<file path="config.mk">
export PLATFORM = sky130hd
export DESIGN_NAME = skid_pipe_reg
export DESIGN_NICKNAME = d
export VERILOG_FILES = /design/src/rtl/skid_pipe_reg.sv
export SDC_FILE = /design/constraint.sdc
export NUM_CORES = 1
export LEC_CHECK = 0
export ABC_AREA = 1
export ABC_CLOCK_PERIOD_IN_PS = 1580
export CAP_MARGIN = 30
export CORE_MARGIN = 1.5
export CORE_UTILIZATION = 51
export CTS_BUF_LIST = sky130_fd_sc_hd__clkbuf_8
export DETAILED_ROUTE_END_ITERATION = 16
export GPL_ROUTABILITY_DRIVEN = 0
export PLACE_DENSITY = 0.88
export SLEW_MARGIN = 0
export SYNTH_ARGS = -nofsm -noshare
export SYNTH_HDL_FRONTEND = slang
export SYNTH_SLANG_ARGS = --single-unit
</file>
<file path="constraint.sdc">
create_clock -name clk -period 1.58 [get_ports clk]
set_clock_uncertainty 0.1 [all_clocks]
set_input_delay 0.395 -clock clk [delete_from_list [all_inputs] [get_ports clk]]
set_output_delay 0.395 -clock clk [all_outputs]
set_load 0.005 [all_outputs]
</file>
<file path="src/rtl/skid_pipe_reg.sv">
// skid_pipe_reg: two-entry (main + skid) pipeline register with a valid/ready
// handshake on both sides. All handshake outputs and out_data come straight
// from flops, so neither out_ready nor in_data has a combinational path to an
// output. A synchronous flush discards both entries.
//
// Optional feature: define SKID_PIPE_REG_STALL_CNT_EN to build a 16-bit
// saturating producer-stall counter on stall_cycles. When the macro is not
// defined, stall_cycles is tied to zero and no counter flops are built.
module skid_pipe_reg #(
  parameter int               WIDTH     = 32,
  parameter logic [WIDTH-1:0] RESET_VAL = '0
) (
  input  logic             clk,
  input  logic             reset,
  input  logic             flush,
  input  logic             in_valid,
  output logic             in_ready,
  input  logic [WIDTH-1:0] in_data,
  output logic             out_valid,
  input  logic             out_ready,
  output logic [WIDTH-1:0] out_data,
  output logic [1:0]       occupancy,
  output logic [15:0]      stall_cycles
);

  // The state encoding is the occupancy count itself.
  typedef enum logic [1:0] {
    ST_EMPTY = 2'd0,
    ST_ONE   = 2'd1,
    ST_FULL  = 2'd2
  } state_t;

  state_t           state_r;
  logic [WIDTH-1:0] main_r;
  logic [WIDTH-1:0] skid_r;
  logic             in_ready_r;
  logic             out_valid_r;
  logic             push_s;
  logic             pop_s;

  // The handshake events use only registered outputs and the partner's strobe.
  assign push_s = in_valid & in_ready_r;
  assign pop_s  = out_valid_r & out_ready;

  // Occupancy FSM: moves data between producer, main and skid registers and
  // keeps the registered in_ready/out_valid consistent with the next state.
  always_ff @(posedge clk) begin
    if (reset) begin
      state_r     <= ST_EMPTY;
      main_r      <= RESET_VAL;
      skid_r      <= RESET_VAL;
      in_ready_r  <= 1'b1;
      out_valid_r <= 1'b0;
    end else if (flush) begin
      // Data registers deliberately keep their contents; only the entries are dropped.
      state_r     <= ST_EMPTY;
      in_ready_r  <= 1'b1;
      out_valid_r <= 1'b0;
    end else begin
      case (state_r)
        ST_EMPTY: begin
          if (push_s) begin
            main_r      <= in_data;
            state_r     <= ST_ONE;
            out_valid_r <= 1'b1;
          end
        end
        ST_ONE: begin
          if (push_s && !pop_s) begin
            skid_r     <= in_data;
            state_r    <= ST_FULL;
            in_ready_r <= 1'b0;
          end else if (push_s && pop_s) begin
            main_r <= in_data;
          end else if (pop_s) begin
            state_r     <= ST_EMPTY;
            out_valid_r <= 1'b0;
          end
        end
        ST_FULL: begin
          // in_ready is low here, so only a pop can happen.
          if (pop_s) begin
            main_r     <= skid_r;
            state_r    <= ST_ONE;
            in_ready_r <= 1'b1;
          end
        end
        default: begin
          state_r     <= ST_EMPTY;
          in_ready_r  <= 1'b1;
          out_valid_r <= 1'b0;
        end
      endcase
    end
  end

  assign in_ready  = in_ready_r;
  assign out_valid = out_valid_r;
  assign out_data  = main_r;
  assign occupancy = state_r;

`ifdef SKID_PIPE_REG_STALL_CNT_EN
  logic [15:0] stall_cnt_r;

  // Producer-stall counter: counts cycles where data is offered but refused, saturating at all-ones.
  always_ff @(posedge clk) begin
    if (reset) begin
      stall_cnt_r <= 16'h0000;
    end else if (in_valid && !in_ready_r && (stall_cnt_r != 16'hFFFF)) begin
      stall_cnt_r <= stall_cnt_r + 16'd1;
    end else begin
      stall_cnt_r <= stall_cnt_r;
    end
  end

  assign stall_cycles = stall_cnt_r;
`else
  assign stall_cycles = 16'h0000;
`endif

endmodule

</file>
# Word level (Yosys, flattened, before mapping)
# Index checks and enable logic that the tools add are counted.
dict set report classes {
  n_eq_ne 11
  muxes 19
  n_bitwise 5
  reduce_logical 11
}
# operator n
set ops {}
lappend ops {{$mux W32} 4}
lappend ops {{$pmux W32 S3} 1}
lappend ops {{$ne A2 B2 Y1 const B} 7}
lappend ops {{$mux W2} 5}
lappend ops {{$mux W1} 6}
lappend ops {{$ne A3 B3 Y1 const B} 2}
lappend ops {{$pmux W1 S3} 2}
lappend ops {{$pmux W2 S3} 1}
lappend ops {{$reduce_and A3 Y1} 2}
lappend ops {{$reduce_and A6 Y1} 1}
lappend ops {{$reduce_and A5 Y1} 1}
lappend ops {{$reduce_and A4 Y1} 1}
lappend ops {{$not A1 Y1} 3}
lappend ops {{$reduce_bool A3 Y1} 1}
lappend ops {{$and A1 B1 Y1} 2}
lappend ops {{$eq A2 B1 Y1 const B} 1}
lappend ops {{$eq A2 B2 Y1 const B} 1}
lappend ops {{$logic_and A1 B1 Y1} 2}
lappend ops {{$logic_not A2 Y1} 1}
lappend ops {{$reduce_or A2 Y1} 1}
lappend ops {{$logic_not A1 Y1} 1}
dict set report totals {
  ff_bits 68
  input_bits 37
  out_inout_bits 52
  wordCells 51
}

# Depth between registers and ports, before layout
# Gate-level depths: netlist of the first run.
dict set report logic_depth {
  word_depth 5
  ltp_mapped 10
}

# Worst setup path after synthesis of the first run
# No wires, ideal clock.
dict set report synth_path {
  path_type {in2reg}
  start {input out_ready}
  end {register main_r[19], in the netlist out_data[19]}
  setup_time_ns 0.115
  t_arrival_ns 1.206
  required_ns 1.365
  slack_ns 0.159
  path_stages 8
  path_cell_list {nand2_2 -> nand3_1 -> nand2_1 -> inv_2 -> buf_4 -> buf_2 -> a21oi_1 -> nor2_1}
}
dict set report synth_between {
  elab_chain_len 5
  word_cells_on_any_way 8
}
# element line_no
set synth_rtl {}
lappend synth_rtl {{from (decl)} 20} ;# input logic out_ready,
lappend synth_rtl {{$and A1 B1 Y1 (*)} 43} ;# assign pop_s = out_valid_r & out_ready;
lappend synth_rtl {{$logic_not A1 Y1} 69} ;# if (push_s && !pop_s) begin
lappend synth_rtl {{$logic_and A1 B1 Y1} 69}
lappend synth_rtl {{$ne A2 B2 Y1 (no source line)} --}
lappend synth_rtl {{$reduce_and A6 Y1 (no source line) (*)} --}
lappend synth_rtl {{to (signal assigned)} 63} ;# main_r <= in_data;
lappend synth_rtl {{to (signal assigned)} 74} ;# main_r <= in_data;
lappend synth_rtl {{to (signal assigned)} 83} ;# main_r <= skid_r;
lappend synth_rtl {{to (decl)} 34} ;# logic [WIDTH-1:0] main_r;
# Every way passes the cells marked *; elsewhere a longest branch is shown, timed or not.
# A chain may end at the register's enable or synchronous reset.

# Worst setup path in the final report of the first run
dict set report layout_path {
  start {register out_valid_r, in the netlist out_valid}
  end {register skid_r[30]}
}
dict set report layout_between {
  elab_chain_len 4
}
# element line_no
set layout_rtl {}
lappend layout_rtl {{from (decl)} 37} ;# logic out_valid_r;
lappend layout_rtl {{from (signal assigned)} 53} ;# out_valid_r <= 1'b0;
lappend layout_rtl {{from (signal assigned)} 58} ;# out_valid_r <= 1'b0;
lappend layout_rtl {{from (signal assigned)} 65} ;# out_valid_r <= 1'b1;
lappend layout_rtl {{$and A1 B1 Y1} 43}
lappend layout_rtl {{$logic_not A1 Y1} 69}
lappend layout_rtl {{$logic_and A1 B1 Y1} 69}
lappend layout_rtl {{$reduce_and A3 Y1 (no source line)} --}
lappend layout_rtl {{to (signal assigned)} 70} ;# skid_r <= in_data;
lappend layout_rtl {{to (decl)} 35} ;# logic [WIDTH-1:0] skid_r;
# Every way passes these cells.

==> metrics.cfg, run 1 <==
[route]
ant_nets=0
vias=3837
wl_per_cell_um=13.6
vias_per_cell=5.26
firstDrtPassIters=5
drcViolationCount=0
totalWireLength_um=9930
drt-initial-drc-count=360

[pwr]
p_comb_share_pct=19.7
internal_power_uw=3170
seq_power_share_pct=43.0
static-leakage-power_uw=0.00245
sw_frac_of_total_pct=26.9
p_switching_uw=1170
pwr-share-clk_pct=37.2
pwr_density_cell_nw_per_um2=875
peakVddDrop_v=0.000531

[worst_setup_path]
r2r_slack_ps=70
crit_family=buffers and inverters
cp_max_fo=14
required_ps=1760
cp.arrival_ps=1690
r2r_cells=8
endpoint_kind=flip-flop
critPathLaunchType=flip-flop
r2r-start=out_valid
crit_chain=buf_4 -> nand2_2 -> buf_4 -> nand2_4 -> nor3_4 -> buf_4 -> nor2_1 -> nor2_1
crit_type=reg -> reg
crit_buf_inv=3
cp_slowest_cell=dfxtp_2
timing.rr.end=skid_r[30]
cpPeakStageDelay_ps=320
path_common_cell=buf_4

[clock_network]
clock_path_buffers=2
cts-root-buf=clkbuf_8
cts_hold_buffers=0
clkLatencyLatePin_ps=350
cts.sink_count=68
path_clk_slew_ps=70
cts_tree=done
h-tree-depth=3
cts_made_buffers=9

[timing]
timing.setup.tns_ps=0
finalCriticalPeriod_ps=1510
setup-violations-final=0
hold_viol=0
min_period_over_period_pct=95.8
drv_slew=0
hold_ws_ps=293
clock.fmax_mhz=661

[synth]
yosysSeqAreaShare_pct=37.7
synth_edf_count=0
synth-main-ff-cell=dfxtp_1
synthTopCellsByArea=dfxtp_1 38%, nand2_1 14%, nor2_1 10%
synth_common_cells=139 x nand2_1, 100 x nor2_1, 69 x nand3_1, 68 x dfxtp_1, 37 x inv_1
synth-async-reset-ratio_pct=0
postSynthAreaPerCell_um2=6.58
ys_types=20
synth_top_area_share_pct=37.7
synth_cells=548
syn_area_um2=3610
synth.most_common_cell=nand2_1
ys_seq_elements=68
yosysWarnings=0
synth_top_area_cell=dfxtp_1

[placed_design]
port_buffers=72
dpl.cell_count=703
dp_hpwl_um=5840

[final_layout]
drive_gt1_share_pct=13.9
final_util_pct=72.5
nFillCells=508
final_cells=729
diodes=0
syn_to_final_growth_pct=37.2
finalNetCount=665

[run]
maxCapViolCount=0

[global_route]
track_usage_pct=24.5
grt_pass1_vias=3429
grt_max_degree=38
antenna_found_initial=0
grt_overflow=0
grt_first_pass_wirelength_um=14800

[die]
die-height_um=87.1
ioPinCount=89
initial_core_util_pct=52.8
die_area_um2=7590
rows=30
die_x_um=87.1
core_um2=6830

[worst_hold_path]
hold_class=in -> reg
min_to=out_valid
hp-start=in_valid
hold_depth=3

[outcome]
outcome=complete, no violations

per-stage QoR:
stage	total power, µW	setup WS, ps	cell area, µm²
after CTS	4260	-6.74	4730
after global placement	2680	-351	4460
after global routing	4510	-40.9	4950
after detailed placement	2700	-403	4460
after floorplan	2350	159	3660
final	4330	66.8	4950
placed cells by master, fill, tap and decap left out, types with 4 or more instances in the layout:
master	netlist	routed
nand3b_1	32	32
buf_4	24	17
nor2_1	100	98
inv_1	37	38
buf_12	0	8
nand3_1	69	69
clkbuf_16	0	6
nand2_2	3	4
a21oi_1	36	36
conb_1	1	16
dlygate4sd2_1	0	36
dfxtp_1	68	47
clkdlybuf4s50_1	0	33
nand2_1	139	136
dfxtp_2	0	18
clkbuf_8	0	10
layer usage:
metal / global-route usage [%] / vias to the layer above / share of wire, %
met5: 0 / - / 0
met4: 10.5 / 0 / 2.2
met3: 5.31 / 27 / 7.6
met2: 44.2 / 214 / 51
met1: 27.9 / 1745 / 39
li1: - / 1851 / -
power by group through the flow:
| stage | sequential [µW] | combinational (µW) | clock (µW) |
|---|---|---|---|
| 2_1_floorplan | 1900 | 447 | 0 |
| 3_3_place_gp | 1900 | 783 | 0 |
| 3_5_place_dp | 1900 | 802 | 0 |
| 4_1_cts | 1860 | 777 | 1620 |
| 5_1_grt | 1870 | 941 | 1700 |
| 6_report | 1860 | 855 | 1610 |
repair_timing:
action / CTS / global route
pin swaps: 0 / 3
endpoints found under the setup margin: 57 / 59
cloned: 1 / 7
buffers inserted: 2 / 0
gates resized for setup: 62 / 19
worst reg2reg max path, cell delays in order (launching register included):
cell and delay, ps:
dfxtp_2 320, buf_4 130, nand2_2 70, buf_4 150, nand2_4 70, nor3_4 150
buf_4 240, nor2_1 80, nor2_1 130
worst max path at each step:
stage | cells after the start | start | endpoint
after floorplan | 8 | out_ready | out_data[19]
after global placement | 9 | in_valid | out_data[27]
after detailed placement | 9 | in_valid | out_data[31]
after CTS | 9 | in_valid | out_data[15]
after global routing | 8 | out_valid | skid_r[30]
final | 8 | out_valid | skid_r[30]
layout make-up:
type                            count  area [µm²]  area share [%]
Multi-Input combinational cell    400        1840            37.1
Sequential cell                    68        1400            28.2
Timing Repair Buffer              109        1220            24.6
Inverter                           40         155            3.13
Clock buffer                       10         138            2.78
Tap cell                           96         120            2.43
Clock inverter                      6        87.6            1.77
flip-flops by register name, summed over array words and instances (netlist names):
signal / flops
in_ready: 1
out_data: 32
occupancy: 2
skid_r: 32
out_valid: 1
logic make-up after synthesis:
family                 synth area share (%)
AO/OA/AOI/OAI                          4.99
buffers and inverters                  13.7
flip-flops                             37.7
other                                 0.104
AND/OR/NAND/NOR                        43.4
No activity file was read; power rests on OpenSTA's default activity.
==> inputs of run 2 (changes only) <==
CORE_ASPECT_RATIO = 0.8   (was not set)
==> metrics.cfg, run 2 (synthesized netlist as in run 1, its figures left out) <==
[pwr]
p_total_uw=4270  ; -1.4%
static-leakage-power_uw=0.00245  ; about the same
peakVddDrop_v=0.000565  ; +6.4%
pwr_density_cell_nw_per_um2=862  ; -1.6%

[timing]
clock.fmax_mhz=625  ; -5.4%
setup_ws_ps=-20.1  ; -86.9 ps
drv_slew=0  ; unchanged
timing.setup.tns_ps=-107  ; -107 ps
rsz0062_at_grt=yes
hold_viol=0  ; unchanged
hold_ws_ps=373  ; +80.0 ps
min_period_over_period_pct=101  ; +5.5 points
setup-violations-final=9  ; +9
finalCriticalPeriod_ps=1600  ; +86.9 ps

[clock_network]
cts_tree=done
clock_path_buffers=2  ; unchanged
cts.sink_count=68  ; unchanged
clkLatencyLatePin_ps=350  ; about the same
path_clk_slew_ps=80  ; about the same
cts-root-buf=clkbuf_8
cts_hold_buffers=0  ; unchanged
cts_made_buffers=9  ; unchanged
h-tree-depth=3  ; unchanged

[route]
wl_met3_um=1440  ; +91%
totalWireLength_um=12100  ; +21%
firstDrtPassIters=6  ; +1
met1_length_um=4450  ; +14%
ant_nets=0  ; unchanged
wl_met2_um=5570  ; +11%
vias_per_cell=5.67  ; +7.8%
wl_per_cell_um=16.7  ; +23%
drcViolationCount=0  ; unchanged
vias=4101  ; +6.9%
topRoutingLayerUsed=met4
drt-initial-drc-count=383  ; +6.4%

[outcome]
outcome=finished, violations left
violations=negative setup slack

[run]
maxCapViolCount=0  ; unchanged

[final_layout]
finalNetCount=668  ; +0.45%
final_common_cell=nand2_1
layout_common_cells=135 x nand2_1, 96 x nor2_1, 68 x nand3_1, 46 x dfxtp_1, 37 x inv_1
syn_to_final_growth_pct=37.4
drive_gt1_share_pct=15.4  ; +1.5 points
diodes=0  ; unchanged

[global_route]
grt_max_degree=42  ; +11%
grt_pass1_vias=3416  ; -0.38%
grt_overflow=0  ; unchanged
track_usage_pct=25.6  ; +1.1 points
antenna_found_initial=0  ; unchanged
grt_first_pass_wirelength_um=15800  ; +7.1%

[worst_setup_path]
crit_type=reg -> reg
critPathLaunchType=flip-flop
required_ps=1730  ; -30 ps
cp.arrival_ps=1750  ; +60 ps
cp_max_fo=11  ; -3
endpoint_kind=flip-flop

[die]
core_um2=6860  ; +0.38%
initial_core_util_pct=52.6  ; -0.20 points
die_area_um2=7590  ; about the same
rows=27  ; -10%
die-height_um=78.2  ; -10%
ioPinCount=89  ; unchanged
die_x_um=97.0  ; +11%

[placed_design]
port_buffers=72  ; unchanged
dp_hpwl_um=6250  ; +7.1%

[worst_hold_path]
hold_class=reg -> reg

[run 2: path summary, 6_finish.rpt]
kind,startpoint,endpoint,slack (ps),depth (start not counted)
min,out_data[19],out_data[19],370,2
max,out_valid,skid_r[28],-20,9
min reg2reg,out_data[19],out_data[19],370,2
max reg2reg,out_valid,skid_r[28],-20,9
[run 2: per-layer routing]
metal | up-vias | GRT usage (%)
met5 | - | 0
met3 | 63 | 7.39
met4 | 0 | 9.57
met1 | 1852 | 32.2
met2 | 330 | 42.0
li1 | 1856 | -
[run 2: worst max-delay path: stages (launching register included)]
cell,delay (ps)
dfxtp_2,330
buf_4,140
nand2_2,130
buf_4,160
nand2_4,70
nor2_4,120
buf_4,210
nand3b_1,100
nand2_1,90
nor2_1,50
[run 2: area by class of cell]
type | count | area, µm²
flip-flops and latches | 68 | 1390
inverters | 40 | 155
clock buffers | 10 | 138
well taps | 87 | 109
repair buffers | 111 | 1220
clock inverters | 6 | 63.8
multi-input cells | 401 | 1880
fillers | 455 | 1900
[run 2: per-stage QoR]
stage,instance area (µm²),utilization [%],setup WS (ps),std cells
6_report,4960,72.3,-20.1,723
5_1_grt,4960,72.3,-68.4,723
4_1_cts,4620,67.3,30.4,709
3_5_place_dp,4420,64.4,-350,691
3_3_place_gp,4420,64.4,-311,691
2_1_floorplan,3660,-,159,563
[run 2: report_power, final]
| group | leakage [µW] | internal (µW) | switching, µW |
|---|---|---|---|
| Clock | 0.0000983 | 768 | 709 |
| Sequential | 0.000563 | 1820 | 57.6 |
| Combinational | 0.00179 | 432 | 488 |
| Total | 0.00245 | 3020 | 1250 |
[run 2: timing repair]
item                       in CTS  in global routing
pin swaps                       0                  7
setup buffers                   2                  2
setup endpoints to repair      36                 49
resized for setup              59                 33
hold endpoints to repair        0                  0
gates cloned                    0                 12
==> inputs of run 3 (changes only) <==
CORE_UTILIZATION = 25   (was 51)
PLACE_DENSITY = 0.52   (was 0.88)
==> metrics.cfg, run 3 (synthesized netlist as in run 1, its figures left out) <==
[placed_design]
dp_hpwl_um=6750  ; +8.0%
port_buffers=72  ; unchanged
pre_cts_ws_ps=-382  ; -31.2 ps
dpl.cell_count=790  ; +14%

[timing]
clock.fmax_mhz=657  ; +5.1%
rsz0062_at_grt=yes
finalCriticalPeriod_ps=1520  ; -77.4 ps
min_period_over_period_pct=96.4  ; -4.9 points
hold_viol=0  ; unchanged
setup-violations-final=0  ; -9
drv_slew=0  ; unchanged
setup_ws_ps=57.3  ; +77.4 ps

[global_route]
grt_pass1_vias=3412  ; -0.12%
grt_max_degree=41  ; -2.4%
grt_first_pass_wirelength_um=16800  ; +6.3%
grt_overflow=0  ; unchanged
antenna_found_initial=0  ; unchanged
track_usage_pct=14.1  ; -11 points

[final_layout]
final_common_cell=nand2_1
layout_common_cells=135 x nand2_1, 98 x nor2_1, 68 x nand3_1, 46 x dfxtp_1, 38 x inv_1
diodes=0  ; unchanged
syn_to_final_growth_pct=39.6
final_cells=821  ; +14%
drive_gt1_share_pct=15.1  ; -0.34 points
finalNetCount=669  ; +0.15%

[worst_setup_path]
critPathLaunchType=flip-flop
cpPeakStageDelay_ps=350  ; +20 ps
crit_type=reg -> reg
path_common_cell=buf_4
crit_buf_inv=4  ; +1
r2r_slack_ps=60  ; +80 ps
endpoint_kind=flip-flop
crit_family=buffers and inverters
timing.rr.end=skid_r[26]
crit_chain=buf_4 -> nand2_2 -> buf_4 -> nor3_4 -> buf_4 -> clkbuf_16 -> nor2_1 -> nor2_1
required_ps=1780  ; +50 ps
r2r-start=in_ready
r2r_cells=8  ; -1
cp.arrival_ps=1720  ; -30 ps
cp_slowest_cell=dfxtp_4
cp_max_fo=8  ; -3

[worst_hold_path]
hp-start=out_data[30]
hold_class=reg -> reg
min_to=out_data[30]
hold_depth=2  ; unchanged

[clock_network]
clkLatencyLatePin_ps=360  ; about the same
cts-root-buf=clkbuf_8
h-tree-depth=3  ; unchanged
clock_path_buffers=2  ; unchanged
cts_tree=done
cts_made_buffers=9  ; unchanged
cts.sink_count=68  ; unchanged
path_clk_slew_ps=80  ; about the same

[die]
ioPinCount=89  ; unchanged
die_x_um=137  ; +42%
initial_core_util_pct=25.4  ; -27 points
die_area_um2=15200  ; +100%
rows=39  ; +44%
core_um2=14200  ; +110%
die-height_um=110  ; +41%

[route]
vias=3702  ; -9.7%
vias_per_cell=4.51  ; -21%
totalWireLength_um=11100  ; -8.3%
drt-initial-drc-count=190  ; -50%
wl_per_cell_um=13.5  ; -19%
firstDrtPassIters=4  ; -2
ant_nets=0  ; unchanged
drcViolationCount=0  ; unchanged

[pwr]
pwr_density_cell_nw_per_um2=818  ; -5.1%
peakVddDrop_v=0.000327  ; -42%
static-leakage-power_uw=0.00243  ; -0.78%

[outcome]
outcome=complete, no violations

[run]
maxCapViolCount=0  ; unchanged

run 3: per-layer routing:
layer  share of wire, %  wire length [µm]  track usage, %  vias up
met5                  0                 0               0        -
met3                5.8               640            4.18       11
met4                1.3               143            4.35        0
met2                 45              4990            22.8      106
met1                 48              5280            18.1     1720
li1                   -                 -               -     1865
run 3: how the worst max path moves through the flow:
stage	from	to	depth (start not counted)
CTS	in_valid	out_data[10]	9
finish	in_ready	skid_r[26]	8
floorplan	out_ready	out_data[19]	8
global placement	in_valid	out_data[17]	9
global route	in_ready	skid_r[23]	8
detailed placement	in_valid	out_data[10]	9
run 3: report_power, final:
part | switching, µW | internal, µW
Sequential | 55.8 | 1810
Combinational | 437 | 423
Clock | 698 | 690
run 3: cell type report:
type | instances | area (µm²)
inverter | 40 | 158
clock inverter | 4 | 23.8
sequential | 68 | 1400
tap | 184 | 230
timing repair buffer | 113 | 1210
multi-input combinational | 400 | 1850
clock buffer | 12 | 165
fill | 1530 | 9170
run 3: timing repair:
action | in CTS | in global routing
endpoints found under the hold margin | 0 | 0
setup endpoints to repair | 36 | 61
setup buffers | 4 | 3
hold buffers | 0 | 0
gates cloned | 0 | 8
pin swaps | 0 | 5
gates resized for setup | 61 | 18
run 3: stage by stage:
step	setup TNS, ps	hold WS (ps)	total power (µW)	utilization (%)	cell area (µm²)
2_1_floorplan	0	355	2350	-	3660
3_3_place_gp	-19960	364	2720	32.2	4580
3_5_place_dp	-21260	372	2730	32.2	4580
4_1_cts	0	381	4080	33.7	4790
5_1_grt	-289	399	4350	35.5	5030
6_report	0	375	4120	35.5	5030
run 3: worst min-delay path: stages, from the launching register on:
cell and delay, ps:
dfxtp_2 320, a21oi_1 40, nor2_1 80
